$ cat src/rtl/rat_pkg.sv
// Shared definitions for the rational-arithmetic blocks (mul, add, div).
package rat_pkg;

   localparam int unsigned DefaultWidth = 32;

   typedef struct packed {
      logic [DefaultWidth-1:0] num;
      logic [DefaultWidth-1:0] den;
   } rat_t;

endpackage

$ cat src/rtl/mul_core.sv
// Unsigned WIDTH x WIDTH multiplier producing the full 2*WIDTH product.
module mul_core #(
   parameter int unsigned WIDTH = 32
) (
   input  logic [WIDTH-1:0]   a_i,
   input  logic [WIDTH-1:0]   b_i,
   output logic [2*WIDTH-1:0] p_o
);

   // Zero-extend first so the product is formed at full width.
   assign p_o = {{WIDTH{1'b0}}, a_i} * {{WIDTH{1'b0}}, b_i};

endmodule

$ cat src/rtl/mul.sv
// Registered component-wise rational multiply: s = l * r, unreduced, one-cycle latency.
// Define MUL_OVF_EN to add a registered ovf output flagging truncated products.
module mul
   import rat_pkg::*;
#(
   parameter int unsigned WIDTH = DefaultWidth
) (
   input  logic             clk,
   input  logic [WIDTH-1:0] l_num,
   input  logic [WIDTH-1:0] l_den,
   input  logic [WIDTH-1:0] r_num,
   input  logic [WIDTH-1:0] r_den,
   output logic [WIDTH-1:0] s_num,
   output logic [WIDTH-1:0] s_den,
   input  logic             rst
`ifdef MUL_OVF_EN
   ,
   output logic             ovf
`endif
);

   logic [2*WIDTH-1:0] prod_num;
   logic [2*WIDTH-1:0] prod_den;
   logic [WIDTH-1:0]   s_num_d, s_num_q;
   logic [WIDTH-1:0]   s_den_d, s_den_q;

   mul_core #(
      .WIDTH (WIDTH)
   ) u_num_core (
      .a_i (l_num),
      .b_i (r_num),
      .p_o (prod_num)
   );

   mul_core #(
      .WIDTH (WIDTH)
   ) u_den_core (
      .a_i (l_den),
      .b_i (r_den),
      .p_o (prod_den)
   );

   always_comb begin
      s_num_d = prod_num[WIDTH-1:0];
      s_den_d = prod_den[WIDTH-1:0];
   end

   // Reset value is the rational 0/1.
   always_ff @(posedge clk) begin
      if (rst) begin
         s_num_q <= '0;
         s_den_q <= WIDTH'(1);
      end else begin
         s_num_q <= s_num_d;
         s_den_q <= s_den_d;
      end
   end

   assign s_num = s_num_q;
   assign s_den = s_den_q;

`ifdef MUL_OVF_EN
   logic ovf_d, ovf_q;

   always_comb begin
      ovf_d = (|prod_num[2*WIDTH-1:WIDTH]) | (|prod_den[2*WIDTH-1:WIDTH]);
   end

   always_ff @(posedge clk) begin
      if (rst) begin
         ovf_q <= 1'b0;
      end else begin
         ovf_q <= ovf_d;
      end
   end

   assign ovf = ovf_q;
`else
   // Upper product halves are discarded when overflow reporting is off.
   logic unused_hi;
   assign unused_hi = ^{prod_num[2*WIDTH-1:WIDTH], prod_den[2*WIDTH-1:WIDTH]};
`endif

endmodule

$ cat config.mk
export PLATFORM = sky130hd
export DESIGN_NAME = mul
export DESIGN_NICKNAME = d
export VERILOG_FILES = /design/src/rtl/rat_pkg.sv /design/src/rtl/mul_core.sv /design/src/rtl/mul.sv
export SDC_FILE = /design/constraint.sdc
export NUM_CORES = 2
export LEC_CHECK = 0
export CORE_AREA = 2 2 334 336
export CTS_CLUSTER_DIAMETER = 60
export DETAILED_ROUTE_END_ITERATION = 10
export DIE_AREA = 0 0 336 338
export GPL_ROUTABILITY_DRIVEN = 1
export GPL_TIMING_DRIVEN = 0
export SLEW_MARGIN = 20
export SYNTH_ARGS = -nofsm -noshare
export SYNTH_HDL_FRONTEND = slang
export SYNTH_SLANG_ARGS = --single-unit
$ cat constraint.sdc
create_clock -name clk -period 11.57 [get_ports clk]
set_clock_uncertainty 0.1 [all_clocks]
set_input_delay 2.314 -clock clk [delete_from_list [all_inputs] [get_ports clk]]
set_output_delay 2.314 -clock clk [all_outputs]
set_load 0.03 [all_outputs]
==> results by group <==
Yosys
  – Netlist cell types: 50
  – Mux contribution to synthesized area: 0.03430%
  – Synth Area in XOR/XNOR: 4.246%
  – Top_reg_cell synth: dfxtp_1
  – Synth Warn #: 0
  – Cells after synthesis: 3639
  – Share of flip-flops with an asynchronous set or reset: 0%
  – Synth Net Count: 4831
  – Mean area per synthesized cell: 9.021 sq um
  – Post-synthesis adder-cell area fraction: 59.14%
  – Synthesized flop and latch total: 64
  – Post-Syn Area: 0.03283 sq mm
  – Synth Area in Compound Gates: 2.859%
  – Post-Synth Simple-Gate Area: 18.47%
  – Post-synth EDFFs: 0
  – Post-synthesis sequential area ratio: 3.903%
  – Main combinational cell family by area after synthesis: adder cells

Floorplan
  – Initial core utilization: 29.83%
  – Num rows: 122
  – Die X: 336 microns
  – Die ar.: 0.1136 sq mm
  – Ports: 194
  – CORE AREA: 0.1101 sq mm
  – Die height: 338 microns

Detailed routing
  – Via count: 25290
  – Drt initial violations: 1755
  – Final wirelength: 116000 microns
  – Avg WL per Cell: 21.80 microns
  – 1st-pass router iterations: 5
  – Vias per cell: 4.751
  – Antenna Nets Post-Route: 0
  – Drt drc: 0

CTS
  – CTS sink count: 64
  – Cts repair resizes: 0
  – Worst-path clk slew: 0.08 ns
  – Setup Fix Bufs, Post-CTS: 0
  – Clk buf depth: 2
  – Clk root buf: clkbuf_16
  – Num CTS Buffers: 9
  – Hold buffers post-CTS: 0
  – CTS tree: done
  – H-tree depth: 3

Layout
  – # nets final: 5019
  – Post-layout util: 33.41%
  – Layout cells sized above 1: 0.6785%
  – Fin cells: 5323
  – Area grow syn2layout: 12.02%

Timing
  – Final Hold Vio Count: 0
  – RSZ-0062 raised after global routing: no
  – Final Max Tran Viols: 0
  – Setup violators final: 0
  – Setup TNS: 0 ns
  – Achievable Freq: 89.54 MHz
  – Least-Margin Pin Slew: 1.142 ns
  – Relative slew slack: 23.20%
  – Tmin final: 11.17 ns
  – Tcrit/Tclk final: 96.53%

Critical path
  – Critical Path AT: 11.35 ns
  – CP startpoint kind: input port
  – CP Capture Type: register
  – Worst Path Max Fanout: 10
  – Required @ worst endpoint: 11.76 ns
  – Critical path type: in2reg

Global routing
  – GRT Total Usage: 20.98%
  – Global route overflow: 0
  – First-pass GRT wire length: 173400 microns
  – Antenna violations before repair: 5
  – Largest net degree at the start of global routing: 12
  – Vias in the first global route: 27350

Flow run
  – Max-Cap Viols: 0

Placed design
  – Placed Instances: 5304
  – Port Buffers: 177
  – GP Congestion: 0.9646
  – Dpl hpwl: 98650 microns

Hold path
  – Worst min-delay path class: in2reg

Status
  – Outcome: completed
-- final cells by class --
class,count,area [sq um]
fillers,11510,73290
multi-input cells,2582,27820
inverters,814,3055
well taps,1488,1862
repair buffers,177,1772
flip-flops and latches,64,1281
plain buffers,179,676.9
clock buffers,11,242.7
clock inverters,5,56.30
diodes,3,7.507
-- Yosys cell counts (9+ instances only) --
cell type	n	area, sq um
a211oi_1	13	97.59
a21o_1	17	127.6
a21oi_1	40	200.2
and2_1	530	3316
clkbuf_1	174	653.1
dfxtp_1	64	1281
fa_1	816	16340
ha_1	246	3078
inv_1	814	3055
nand2_1	556	2087
nand3_1	9	45.04
nor2_1	58	217.7
nor2b_1	9	56.30
nor3_1	21	105.1
o21a_1	11	82.58
o21ai_0	30	150.1
xnor2_1	112	980.9
xor2_1	42	367.9
-- metal layers --
| layer | routed length, microns | track usage, % |
|---|---|---|
| met1 | 45700 | 26.87 |
| met2 | 53650 | 34.21 |
| met3 | 11080 | 4.382 |
| met4 | 5607 | 9.264 |
| met5 | 8 | 0 |
-- through the flow --
stage | worst slack (ns) | hold slack [ns] | cell area, sq um
after floorplan | 2.563 | 2.329 | 32830
after detailed placement | 0.1913 | 3.066 | 36470
after global routing | 0.1232 | 2.775 | 36770
after CTS | 0.5817 | 2.674 | 36760
final | 0.4012 | 2.714 | 36770
after global placement | 0.01856 | 3.066 | 36460
-- final timing paths --
kind                  from        end  slack [ns]  cells after the start
setup / recovery  r_den[3]  s_den[30]        0.40                     22
hold / removal         rst  s_num[30]        2.71                      3
-- placed cells by master, fill, tap and decap left out, drive strengths merged, types with 6 or more instances in the layout --
master and n:
fa 816, inv 814, nand2 556, and2 530, ha 246, clkbuf 185
clkdlybuf4s50 177, xnor2 112, dfxtp 64, nor2 58, xor2 42, a21oi 41
o21ai 30, nor3 21, a21o 17, a211oi 14, o21a 12, nand3 9
nor2b 9, nor3b 6, a21boi 6, nand2b 6
-- cells by family after synthesis --
family                   count (synthesis)
adder cells (fa/ha/maj)               1062
XOR/XNOR                               156
flip-flops                              64
AO/OA/AOI/OAI                          146
AND/OR/NAND/NOR                       1217
buffers and inverters                  993
multiplexers                             1
-- worst max-delay path: stages --
cell             delay, ns
clkdlybuf4s50_1       0.55
clkbuf_1              0.61
clkbuf_1              0.86
nand2_1               0.18
fa_1                  0.58
fa_1                  0.44
fa_1                  0.49
inv_1                 0.05
fa_1                  0.45
fa_1                  0.49
ha_1                  0.30
fa_1                  0.52
fa_1                  0.42
ha_1                  0.36
inv_1                 0.10
o21bai_1              0.08
a2111oi_0             0.64
o31ai_1               0.44
a211oi_2              0.61
nor3b_1               0.17
o31ai_1               0.29
mux2_2                0.37
-- state kept, by name, summed over array words and instances, names as in the netlist --
name / cells
s_den: 32
s_num: 32
Power is not shown: default switching activity piles up to over one toggle a cycle in this logic, so the estimate is an artifact.
